[config.mk]
export PLATFORM = sky130hd
export DESIGN_NAME = sync_timing_stat_flat
export DESIGN_NICKNAME = d
export VERILOG_FILES = /design/src/rtl/sync_timing_stat_if.sv /design/src/rtl/sync_timing_stat.sv /design/src/flat_wrapper.sv
export SDC_FILE = /design/constraint.sdc
export NUM_CORES = 1
export LEC_CHECK = 0
export CORE_MARGIN = 2
export CORE_UTILIZATION = 39
export CTS_BUF_LIST = sky130_fd_sc_hd__clkbuf_4 sky130_fd_sc_hd__clkbuf_8
export DETAILED_ROUTE_END_ITERATION = 10
export GPL_TIMING_DRIVEN = 1
export PLACE_DENSITY = 0.61
export SLEW_MARGIN = 20
export SYNTH_ARGS = -nofsm -noshare
export SYNTH_HDL_FRONTEND = slang
export SYNTH_SLANG_ARGS = --single-unit
[constraint.sdc]
create_clock -name io_clk -period 2.4 [get_ports io_clk]
set_input_delay 0.48 -clock io_clk [delete_from_list [all_inputs] [get_ports io_clk]]
set_output_delay 0.48 -clock io_clk [all_outputs]
set_load 0.005 [all_outputs]
[src/rtl/sync_timing_stat_if.sv]
// Host-side bundle for the SyncPort trigger-to-fallback timing statistics block.
interface sync_timing_stat_if #(
  parameter int _RAM_WIDTH_TIMING = 32,
  parameter int _CNT_WIDTH        = 16
);
  logic                         io_trigIn;
  logic                         io_fbCatch;
  logic [_RAM_WIDTH_TIMING-1:0] io_timeoutCnt;
  logic                         io_clear;
  logic                         work_End;
  logic                         io_busy;
  logic                         io_valid;
  logic                         io_hasSample;
  logic [_RAM_WIDTH_TIMING-1:0] io_timingLast;
  logic [_RAM_WIDTH_TIMING-1:0] io_timing1st;
  logic [_RAM_WIDTH_TIMING-1:0] io_timingMax;
  logic [_RAM_WIDTH_TIMING-1:0] io_timingMin;
  logic [_CNT_WIDTH-1:0]        io_sampleCnt;
  logic [_CNT_WIDTH-1:0]        io_toCnt;

  modport master (
    output io_trigIn, io_fbCatch, io_timeoutCnt, io_clear, work_End,
    input  io_busy, io_valid, io_hasSample, io_timingLast, io_timing1st,
           io_timingMax, io_timingMin, io_sampleCnt, io_toCnt
  );

  modport slave (
    input  io_trigIn, io_fbCatch, io_timeoutCnt, io_clear, work_End,
    output io_busy, io_valid, io_hasSample, io_timingLast, io_timing1st,
           io_timingMax, io_timingMin, io_sampleCnt, io_toCnt
  );
endinterface

[src/rtl/sync_timing_stat.sv]
// Measures io_clk cycles from a SyncPort delayOut rising edge to the next fbCatch rising edge
// and keeps first/last/min/max latency, sample count and timeout count for the host.
module sync_timing_stat #(
  parameter int _RAM_WIDTH_TIMING = 32,
  parameter int _CNT_WIDTH        = 16
) (
  input logic               io_clk,
  input logic               io_rst_n,
  sync_timing_stat_if.slave bus
);
  localparam int TW = _RAM_WIDTH_TIMING;
  localparam int CW = _CNT_WIDTH;
  localparam logic [TW-1:0] LAT_ONE = {{(TW-1){1'b0}}, 1'b1};
  localparam logic [CW-1:0] CNT_ONE = {{(CW-1){1'b0}}, 1'b1};

  typedef enum logic [0:0] {
    ST_IDLE = 1'b0,
    ST_MEAS = 1'b1
  } state_e;

  function automatic logic [TW-1:0] sat_inc_lat(input logic [TW-1:0] v);
    logic [TW-1:0] r;
    if (v == {TW{1'b1}}) begin
      r = v;
    end else begin
      r = v + LAT_ONE;
    end
    return r;
  endfunction

  function automatic logic [CW-1:0] sat_inc_cnt(input logic [CW-1:0] v);
    logic [CW-1:0] r;
    if (v == {CW{1'b1}}) begin
      r = v;
    end else begin
      r = v + CNT_ONE;
    end
    return r;
  endfunction

  state_e          state_q, state_d;
  logic [TW-1:0]   lat_cnt_q, lat_cnt_d;
  logic            trig_dly_q, trig_dly_d;
  logic            catch_dly_q, catch_dly_d;
  logic            busy_q, busy_d;
  logic            valid_q, valid_d;
  logic            has_sample_q, has_sample_d;
  logic [TW-1:0]   t_last_q, t_last_d;
  logic [TW-1:0]   t_first_q, t_first_d;
  logic [TW-1:0]   t_max_q, t_max_d;
  logic [TW-1:0]   t_min_q, t_min_d;
  logic [CW-1:0]   sample_cnt_q, sample_cnt_d;
  logic [CW-1:0]   to_cnt_q, to_cnt_d;

  logic            trig_rise_s;
  logic            catch_rise_s;
  logic            timeout_hit_s;
  logic            store_s;

  // Edge detection and timeout compare against the current count.
  always_comb begin
    trig_dly_d    = bus.io_trigIn;
    catch_dly_d   = bus.io_fbCatch;
    trig_rise_s   = bus.io_trigIn & ~trig_dly_q;
    catch_rise_s  = bus.io_fbCatch & ~catch_dly_q;
    timeout_hit_s = (bus.io_timeoutCnt != {TW{1'b0}}) && (lat_cnt_q == bus.io_timeoutCnt);
  end

  // Measurement FSM: catch beats timeout, timeout beats counting; clear overrides all.
  always_comb begin
    state_d   = state_q;
    lat_cnt_d = lat_cnt_q;
    busy_d    = busy_q;
    valid_d   = 1'b0;
    to_cnt_d  = to_cnt_q;
    store_s   = 1'b0;
    if (bus.io_clear) begin
      state_d   = ST_IDLE;
      lat_cnt_d = {TW{1'b0}};
      busy_d    = 1'b0;
      to_cnt_d  = {CW{1'b0}};
    end else begin
      case (state_q)
        ST_IDLE: begin
          if (trig_rise_s && !bus.work_End) begin
            state_d   = ST_MEAS;
            lat_cnt_d = LAT_ONE;
            busy_d    = 1'b1;
          end else begin
            state_d = ST_IDLE;
          end
        end
        ST_MEAS: begin
          if (catch_rise_s) begin
            store_s = 1'b1;
            valid_d = 1'b1;
            state_d = ST_IDLE;
            busy_d  = 1'b0;
          end else if (timeout_hit_s) begin
            to_cnt_d = sat_inc_cnt(to_cnt_q);
            state_d  = ST_IDLE;
            busy_d   = 1'b0;
          end else begin
            lat_cnt_d = sat_inc_lat(lat_cnt_q);
          end
        end
        default: begin
          state_d = ST_IDLE;
          busy_d  = 1'b0;
        end
      endcase
    end
  end

  // Statistics update on a stored latency; the first sample seeds first/min/max.
  always_comb begin
    has_sample_d = has_sample_q;
    t_last_d     = t_last_q;
    t_first_d    = t_first_q;
    t_max_d      = t_max_q;
    t_min_d      = t_min_q;
    sample_cnt_d = sample_cnt_q;
    if (bus.io_clear) begin
      has_sample_d = 1'b0;
      t_last_d     = {TW{1'b0}};
      t_first_d    = {TW{1'b0}};
      t_max_d      = {TW{1'b0}};
      t_min_d      = {TW{1'b0}};
      sample_cnt_d = {CW{1'b0}};
    end else if (store_s) begin
      t_last_d     = lat_cnt_q;
      sample_cnt_d = sat_inc_cnt(sample_cnt_q);
      if (!has_sample_q) begin
        has_sample_d = 1'b1;
        t_first_d    = lat_cnt_q;
        t_max_d      = lat_cnt_q;
        t_min_d      = lat_cnt_q;
      end else begin
        if (lat_cnt_q > t_max_q) begin
          t_max_d = lat_cnt_q;
        end else begin
          t_max_d = t_max_q;
        end
        if (lat_cnt_q < t_min_q) begin
          t_min_d = lat_cnt_q;
        end else begin
          t_min_d = t_min_q;
        end
      end
    end else begin
      has_sample_d = has_sample_q;
    end
  end

  // State and statistics registers.
  always_ff @(posedge io_clk or negedge io_rst_n) begin
    if (!io_rst_n) begin
      state_q      <= ST_IDLE;
      lat_cnt_q    <= {TW{1'b0}};
      trig_dly_q   <= 1'b0;
      catch_dly_q  <= 1'b0;
      busy_q       <= 1'b0;
      valid_q      <= 1'b0;
      has_sample_q <= 1'b0;
      t_last_q     <= {TW{1'b0}};
      t_first_q    <= {TW{1'b0}};
      t_max_q      <= {TW{1'b0}};
      t_min_q      <= {TW{1'b0}};
      sample_cnt_q <= {CW{1'b0}};
      to_cnt_q     <= {CW{1'b0}};
    end else begin
      state_q      <= state_d;
      lat_cnt_q    <= lat_cnt_d;
      trig_dly_q   <= trig_dly_d;
      catch_dly_q  <= catch_dly_d;
      busy_q       <= busy_d;
      valid_q      <= valid_d;
      has_sample_q <= has_sample_d;
      t_last_q     <= t_last_d;
      t_first_q    <= t_first_d;
      t_max_q      <= t_max_d;
      t_min_q      <= t_min_d;
      sample_cnt_q <= sample_cnt_d;
      to_cnt_q     <= to_cnt_d;
    end
  end

  assign bus.io_busy       = busy_q;
  assign bus.io_valid      = valid_q;
  assign bus.io_hasSample  = has_sample_q;
  assign bus.io_timingLast = t_last_q;
  assign bus.io_timing1st  = t_first_q;
  assign bus.io_timingMax  = t_max_q;
  assign bus.io_timingMin  = t_min_q;
  assign bus.io_sampleCnt  = sample_cnt_q;
  assign bus.io_toCnt      = to_cnt_q;
endmodule

[src/flat_wrapper.sv]
// flat-port wrapper written by rule: the top's interface ports become plain ports
module sync_timing_stat_flat 
#(
  parameter int _RAM_WIDTH_TIMING = 32,
  parameter int _CNT_WIDTH        = 16
)
  (io_clk, io_rst_n, bus_io_trigIn, bus_io_fbCatch, bus_io_timeoutCnt, bus_io_clear, bus_work_End, bus_io_busy, bus_io_valid, bus_io_hasSample, bus_io_timingLast, bus_io_timing1st, bus_io_timingMax, bus_io_timingMin, bus_io_sampleCnt, bus_io_toCnt);
  sync_timing_stat_if #(._RAM_WIDTH_TIMING(_RAM_WIDTH_TIMING), ._CNT_WIDTH(_CNT_WIDTH)) bus_i ();
  input logic io_clk;
  input logic io_rst_n;
  input wire logic [$bits(bus_i.io_trigIn)-1:0] bus_io_trigIn;
  input wire logic [$bits(bus_i.io_fbCatch)-1:0] bus_io_fbCatch;
  input wire logic [$bits(bus_i.io_timeoutCnt)-1:0] bus_io_timeoutCnt;
  input wire logic [$bits(bus_i.io_clear)-1:0] bus_io_clear;
  input wire logic [$bits(bus_i.work_End)-1:0] bus_work_End;
  output wire logic [$bits(bus_i.io_busy)-1:0] bus_io_busy;
  output wire logic [$bits(bus_i.io_valid)-1:0] bus_io_valid;
  output wire logic [$bits(bus_i.io_hasSample)-1:0] bus_io_hasSample;
  output wire logic [$bits(bus_i.io_timingLast)-1:0] bus_io_timingLast;
  output wire logic [$bits(bus_i.io_timing1st)-1:0] bus_io_timing1st;
  output wire logic [$bits(bus_i.io_timingMax)-1:0] bus_io_timingMax;
  output wire logic [$bits(bus_i.io_timingMin)-1:0] bus_io_timingMin;
  output wire logic [$bits(bus_i.io_sampleCnt)-1:0] bus_io_sampleCnt;
  output wire logic [$bits(bus_i.io_toCnt)-1:0] bus_io_toCnt;
  assign bus_i.io_trigIn = bus_io_trigIn;
  assign bus_i.io_fbCatch = bus_io_fbCatch;
  assign bus_i.io_timeoutCnt = bus_io_timeoutCnt;
  assign bus_i.io_clear = bus_io_clear;
  assign bus_i.work_End = bus_work_End;
  assign bus_io_busy = bus_i.io_busy;
  assign bus_io_valid = bus_i.io_valid;
  assign bus_io_hasSample = bus_i.io_hasSample;
  assign bus_io_timingLast = bus_i.io_timingLast;
  assign bus_io_timing1st = bus_i.io_timing1st;
  assign bus_io_timingMax = bus_i.io_timingMax;
  assign bus_io_timingMin = bus_i.io_timingMin;
  assign bus_io_sampleCnt = bus_i.io_sampleCnt;
  assign bus_io_toCnt = bus_i.io_toCnt;
  sync_timing_stat #(._RAM_WIDTH_TIMING(_RAM_WIDTH_TIMING), ._CNT_WIDTH(_CNT_WIDTH)) u_core (.io_clk(io_clk), .io_rst_n(io_rst_n), .bus(bus_i));
endmodule
# [After elaboration in Yosys (flattened, before gate mapping)]
# Index checks and enable logic that the tools add are counted.
[word_totals] out_inout_bits=163 in_bits=38 elab_cells=94 reg_bits=198
[op_classes] reduce_logical=14 bitwise=5 eq_ne=15 n_addsub=3 mux=42 order_cmp=2
[op_table] op="32-bit two-way mux" count=18
[op_table] op="16-bit two-way mux" count=8
[op_table] op="32-bit one-hot mux with 2 select lines" count=1
[op_table] op="16-bit by 1-bit adder with 16-bit output, second input constant" count=2
[op_table] op="32-bit by 1-bit adder with 32-bit output, second input constant" count=1
[op_table] op="16-bit equality test, second input constant" count=2
[op_table] op="32-bit equality test" count=1
[op_table] op="32-bit equality test, second input constant" count=1
[op_table] op="32-bit > comparator" count=1
[op_table] op="32-bit < comparator" count=1
[op_table] op="32-bit nonzero test" count=1
[op_table] op="3-bit != test, second input constant" count=5
[op_table] op="1-bit two-way mux" count=13
[op_table] op="2-bit AND reduction" count=5
[op_table] op="2-bit != test, second input constant" count=4
[op_table] op="4-bit AND reduction" count=2
[op_table] op="2-bit nonzero test" count=3
[op_table] op="4-bit != test, second input constant" count=1
[op_table] op="1-bit one-hot mux with 2 select lines" count=2
[op_table] op="3-bit by 2-bit != test with 1-bit output, second input constant" count=1
[op_table] op="1-bit NOT" count=3
[op_table] op="1-bit AND" count=2
[op_table] op="1-bit logical AND" count=2
[op_table] op="1-bit zero test" count=1

# [Logic depth before layout (Yosys ltp)]
[depth] depth_word=7 ltp_mapped=10

# [Least setup slack after synthesis]
# Ideal clock, no wire load.
[synth_path] path_type="register -> register" start="register u_core.lat_cnt_q[14]" end="register u_core.t_max_q[0], in the netlist u_core.bus.io_timingMax[0]" path_slack_ns=-0.210 t_arrival_ns=2.485 synth_period_minus_slack_ns=2.610 path_stages_with_launch=9 setup_time_ns=0.125 cell_sequence="dfrtp_1 -> ha_1 -> nand4_1 -> or4_1 -> o21ai_0 -> o21bai_1 -> o311a_1 -> buf_2 -> mux2_2"
[synth_via] elab_chain_cells=3
[synth_rtl] item="from (decl)" line="sync_timing_stat.sv:42" text="logic [TW-1:0] lat_cnt_q, lat_cnt_d;"
[synth_rtl] item="from (signal assigned)" line="sync_timing_stat.sv:159" text="lat_cnt_q <= {TW{1'b0}};"
[synth_rtl] item="from (signal assigned)" line="sync_timing_stat.sv:173" text="lat_cnt_q <= lat_cnt_d;"
[synth_rtl] item="32-bit > comparator" line="sync_timing_stat.sv:139" text="if (lat_cnt_q > t_max_q) begin"
[synth_rtl] item="3-bit != test (no line)"
[synth_rtl] item="2-bit AND reduction (no line)"
[synth_rtl] item="to (signal assigned)" line="sync_timing_stat.sv:167" text="t_max_q <= {TW{1'b0}};"
[synth_rtl] item="to (signal assigned)" line="sync_timing_stat.sv:181" text="t_max_q <= t_max_d;"
[synth_rtl] item="to (decl)" line="sync_timing_stat.sv:50" text="logic [TW-1:0] t_max_q, t_max_d;"
# Every way passes these cells.
# A chain may end at the register's enable or synchronous reset.

# [Final worst setup path]
[layout_path] start="register u_core.t_max_q[11], in the netlist u_core.bus.io_timingMax[11]" end="register u_core.t_max_q[27], in the netlist u_core.bus.io_timingMax[27]"
[layout_via] elab_chain_cells=3
[layout_rtl] item="32-bit > comparator" line="sync_timing_stat.sv:139"
[layout_rtl] item="3-bit != test (no line)"
[layout_rtl] item="2-bit AND reduction (no line)"
# Every way passes these cells.

==> key figures <==
Setup path
  – CP top delay family: simple AND/OR/NAND/NOR gates
  – Startpoint Class: flop
  – Critical-path top delay cell: or4_4
  – Startpoint of the worst register-to-register path: u_core.bus.io_timingMax[11]
  – Flop-to-flop setup slack: -380 ps
  – Max Fanout on Critical Path: 6
  – WP data required: 2770 ps
  – R2R depth: 9
  – Crit Path Category: reg2reg
  – Buf/Inv on CP: 2
  – CP arrival: 3150 ps
  – CP Capture Type: flop
  – CP max stage delay: 600 ps
  – Worst-path cell chain: inv_2, ha_4, nand4_1, or4_4, o21ai_4, o21bai_4, o311a_4, buf_8, mux2_2
  – R2r endpoint: u_core.bus.io_timingMax[27]

Route
  – Drt initial violations: 630
  – Detailed Route WL: 36700 µm
  – Wire per inst: 20.6 µm
  – DR vias/cell: 5.37
  – Residual DRC count: 0
  – Antenna viol nets, final: 0
  – Drt pass-1 iters: 5
  – Vias: 9574

Cells and area
  – # fillers: 2312
  – Nets: 1533
  – Layout area overhead: 52.0%
  – Layout cells sized above 1: 0.338
  – Ant. Diodes: 0
  – Reg area: 0.00496 mm²
  – Area occupied by multi-input gates: 0.00590 mm²

Placement
  – Placed wire-length estimate: 26100 µm
  – Port bufs: 200
  – GPL Wtd Cong: 0.920

STA
  – Slew @ Worst Pin: 653 ps
  – Setup tns final: -24600 ps
  – Final Hold Fails: 0
  – Slew Limit Headroom: 0.565
  – Fin Hold WS: 454 ps
  – Setup violators final: 103
  – Post-route setup slack: -378 ps
  – Final Cycle Share: 1.16
  – Clock Skew: 24.8 ps
  – Final Max Slew Viols: 0
  – F_max: 0.360 GHz
  – RSZ-0062 raised after global routing: yes
  – Period minus WS final: 2780 ps

Synth
  – Post-synthesis cell type count: 56
  – Post-synthesis cell area: 0.0107 mm²
  – Most common cell in the netlist: dfrtp_1
  – Sequential area share after synthesis: 0.465
  – Number of flops mapped to enable cells by yosys: 0
  – Synth cell count leaders: 198 x dfrtp_1, 96 x mux2_2, 71 x inv_1
  – Post-synth ARST share: 1.00
  – Avg Inst Size Synth: 10.6 µm²
  – Yosys reg bits: 198
  – Syn Inst Count: 1003
  – Area contributors post-synth: dfrtp_1 46%, mux2_2 10%, ha_1 7.7%
  – Synth top area share: 0.465
  – Leading area contributor after synthesis: dfrtp_1
  – Most used DFF post-synth: dfrtp_1
  – Syn_nets: 1107
  – Synth warn: 0

Floorplan
  – Boundary pin count: 201
  – Core area: 0.0269 mm²
  – Starting Density: 0.397
  – Die X: 169 µm
  – Die Span Y: 169 µm
  – Std-Cell Rows: 60
  – Die Area: 0.0287 mm²

Global routing
  – Pin count of the biggest net entering global routing: 56
  – Overall routing resource usage: 0.253
  – First-pass GRT wire length: 55300 µm
  – Initial antenna violation count: 0
  – Remaining Overflow, GRT: 0
  – Vias in the first global route: 9747

Power and ir drop
  – PwrDens: 405 mW/mm²
  – Overall power: 6.56 mW
  – Leak: 7.59 nW
  – Worst VDD drop: 0.349 mV

CTS
  – CTS tree: done
  – Clk pin slew, worst setup/hold paths: 130 ps
  – Cts bufs inserted: 17
  – Clock sinks: 198
  – Max clock buf depth: 2
  – Clock Latency Late Sink: 500 ps
  – CTS root buf: clkbuf_8
  – CTS H-tree depth: 4

Status
  – Outcome: complete, but fails checks
  – Failing checks: setup timing

Run
  – Max-cap violations: 0

Min path
  – Hold path startpoint: bus_io_clear
  – Worst hold endpoint: u_core.bus.io_busy
  – Hold WC Path Type: in2reg
  – Hold Path Depth: 4
-- cell usage in the layout (no fill, tap or decap), types with 13 or more instances in the layout --
master and count:
a22o_1 28, ha_1 57, o211ai_1 17, nor4_1 14
xor2_1 51, nor2b_1 34, o31ai_1 13, mux2_4 40
a21oi_1 19, nand4_1 32, buf_4 208, nand3_1 18
mux2_2 56, dfrtp_1 190, clkbuf_8 19, a21o_1 13
buf_6 33, clkdlybuf4s50_1 198, nand2_1 65, nor2_1 51
inv_1 69
-- cells by family (layout without fill, tap and decap cells) --
| logic type | Yosys count | in the layout | synth area share |
|---|---|---|---|
| compound gates | 156 | 156 | 0.110 |
| xor+xnor | 59 | 59 | 0.0485 |
| fa+ha+maj | 66 | 66 | 0.0775 |
| buf+inv | 122 | 561 | 0.0458 |
| flops | 198 | 198 | 0.465 |
| mux | 97 | 97 | 0.102 |
| simple gates | 305 | 305 | 0.151 |
-- worst max path at each step --
| stage | start | endpoint | slack (ps) | cells past startpoint |
|---|---|---|---|---|
| 2_1_floorplan | u_core.lat_cnt_q[10] | u_core.bus.io_timingMax[0] | -120 | 8 |
| 3_3_place_gp | bus_io_timeoutCnt[23] | u_core.lat_cnt_q[0] | -570 | 10 |
| 3_5_place_dp | bus_io_timeoutCnt[23] | u_core.lat_cnt_q[0] | -570 | 10 |
| 4_1_cts | u_core.bus.io_timingMin[13] | u_core.bus.io_timingMin[19] | -370 | 11 |
| 5_1_grt | u_core.bus.io_timingMax[9] | u_core.bus.io_timingMax[6] | -410 | 9 |
| 6_report | u_core.bus.io_timingMax[11] | u_core.bus.io_timingMax[27] | -380 | 9 |
-- cell type report --
type,count,area share
clock buffers,18,0.0153
clock inverters,14,0.00826
inverters,71,0.0164
multi-input cells,683,0.364
flip-flops and latches,198,0.306
well taps,341,0.0263
repair buffers,458,0.263
-- layer usage --
layer	vias up	global-route usage	part of all wire
met5	-	0	0
met4	0	0.0873	0.029
met3	62	0.0522	0.054
met2	321	0.402	0.47
met1	4743	0.343	0.45
li1	4448	-	-
-- stage by stage --
step           setup slack, ps  std cells  instance area, µm²  utilization
6_report                  -378       1783               16200        0.603
3_3_place_gp              -570       1706               14700        0.546
5_1_grt                   -415       1783               16200        0.603
3_5_place_dp              -566       1706               14700        0.546
2_1_floorplan             -115       1003               10800            -
4_1_cts                   -368       1768               15700        0.584
-- worst reg2reg max path: stages, from the launching register on --
cell and delay, ps:
dfrtp_1 420, inv_2 70, ha_4 270, nand4_1 180, or4_4 600, o21ai_4 170, o21bai_4 140, o311a_4 290
buf_8 180, mux2_2 340
-- state kept, by name, indices dropped and copies added, names as in the netlist --
register                  count
u_core.bus.io_sampleCnt      16
u_core.bus.io_valid           1
u_core.bus.io_timing1st      32
u_core.bus.io_busy            1
u_core.bus.io_hasSample       1
u_core.bus.io_timingMin      32
u_core.catch_dly_q            1
u_core.bus.io_timingMax      32
u_core.trig_dly_q             1
u_core.bus.io_toCnt          16
u_core.lat_cnt_q             32
u_core.bus.io_timingLast     32
u_core.state_q                1
-- where the power goes --
part | switching, mW | leakage [nW] | internal, mW
combinational | 0.525 | 4.65 | 0.455
sequential | 0.0152 | 2.74 | 3.35
clock | 1.41 | 0.191 | 0.799
-- timing repair --
action / in CTS / in global routing
hold endpoints to repair: 29 / 0
gates cloned: 4 / 2
hold buffers: 1 / 0
gates resized for setup: 69 / 108
buffers inserted: 28 / 18
pin swaps: 28 / 38
setup endpoints to repair: 112 / 114
Power figures use the tool's default switching activity.
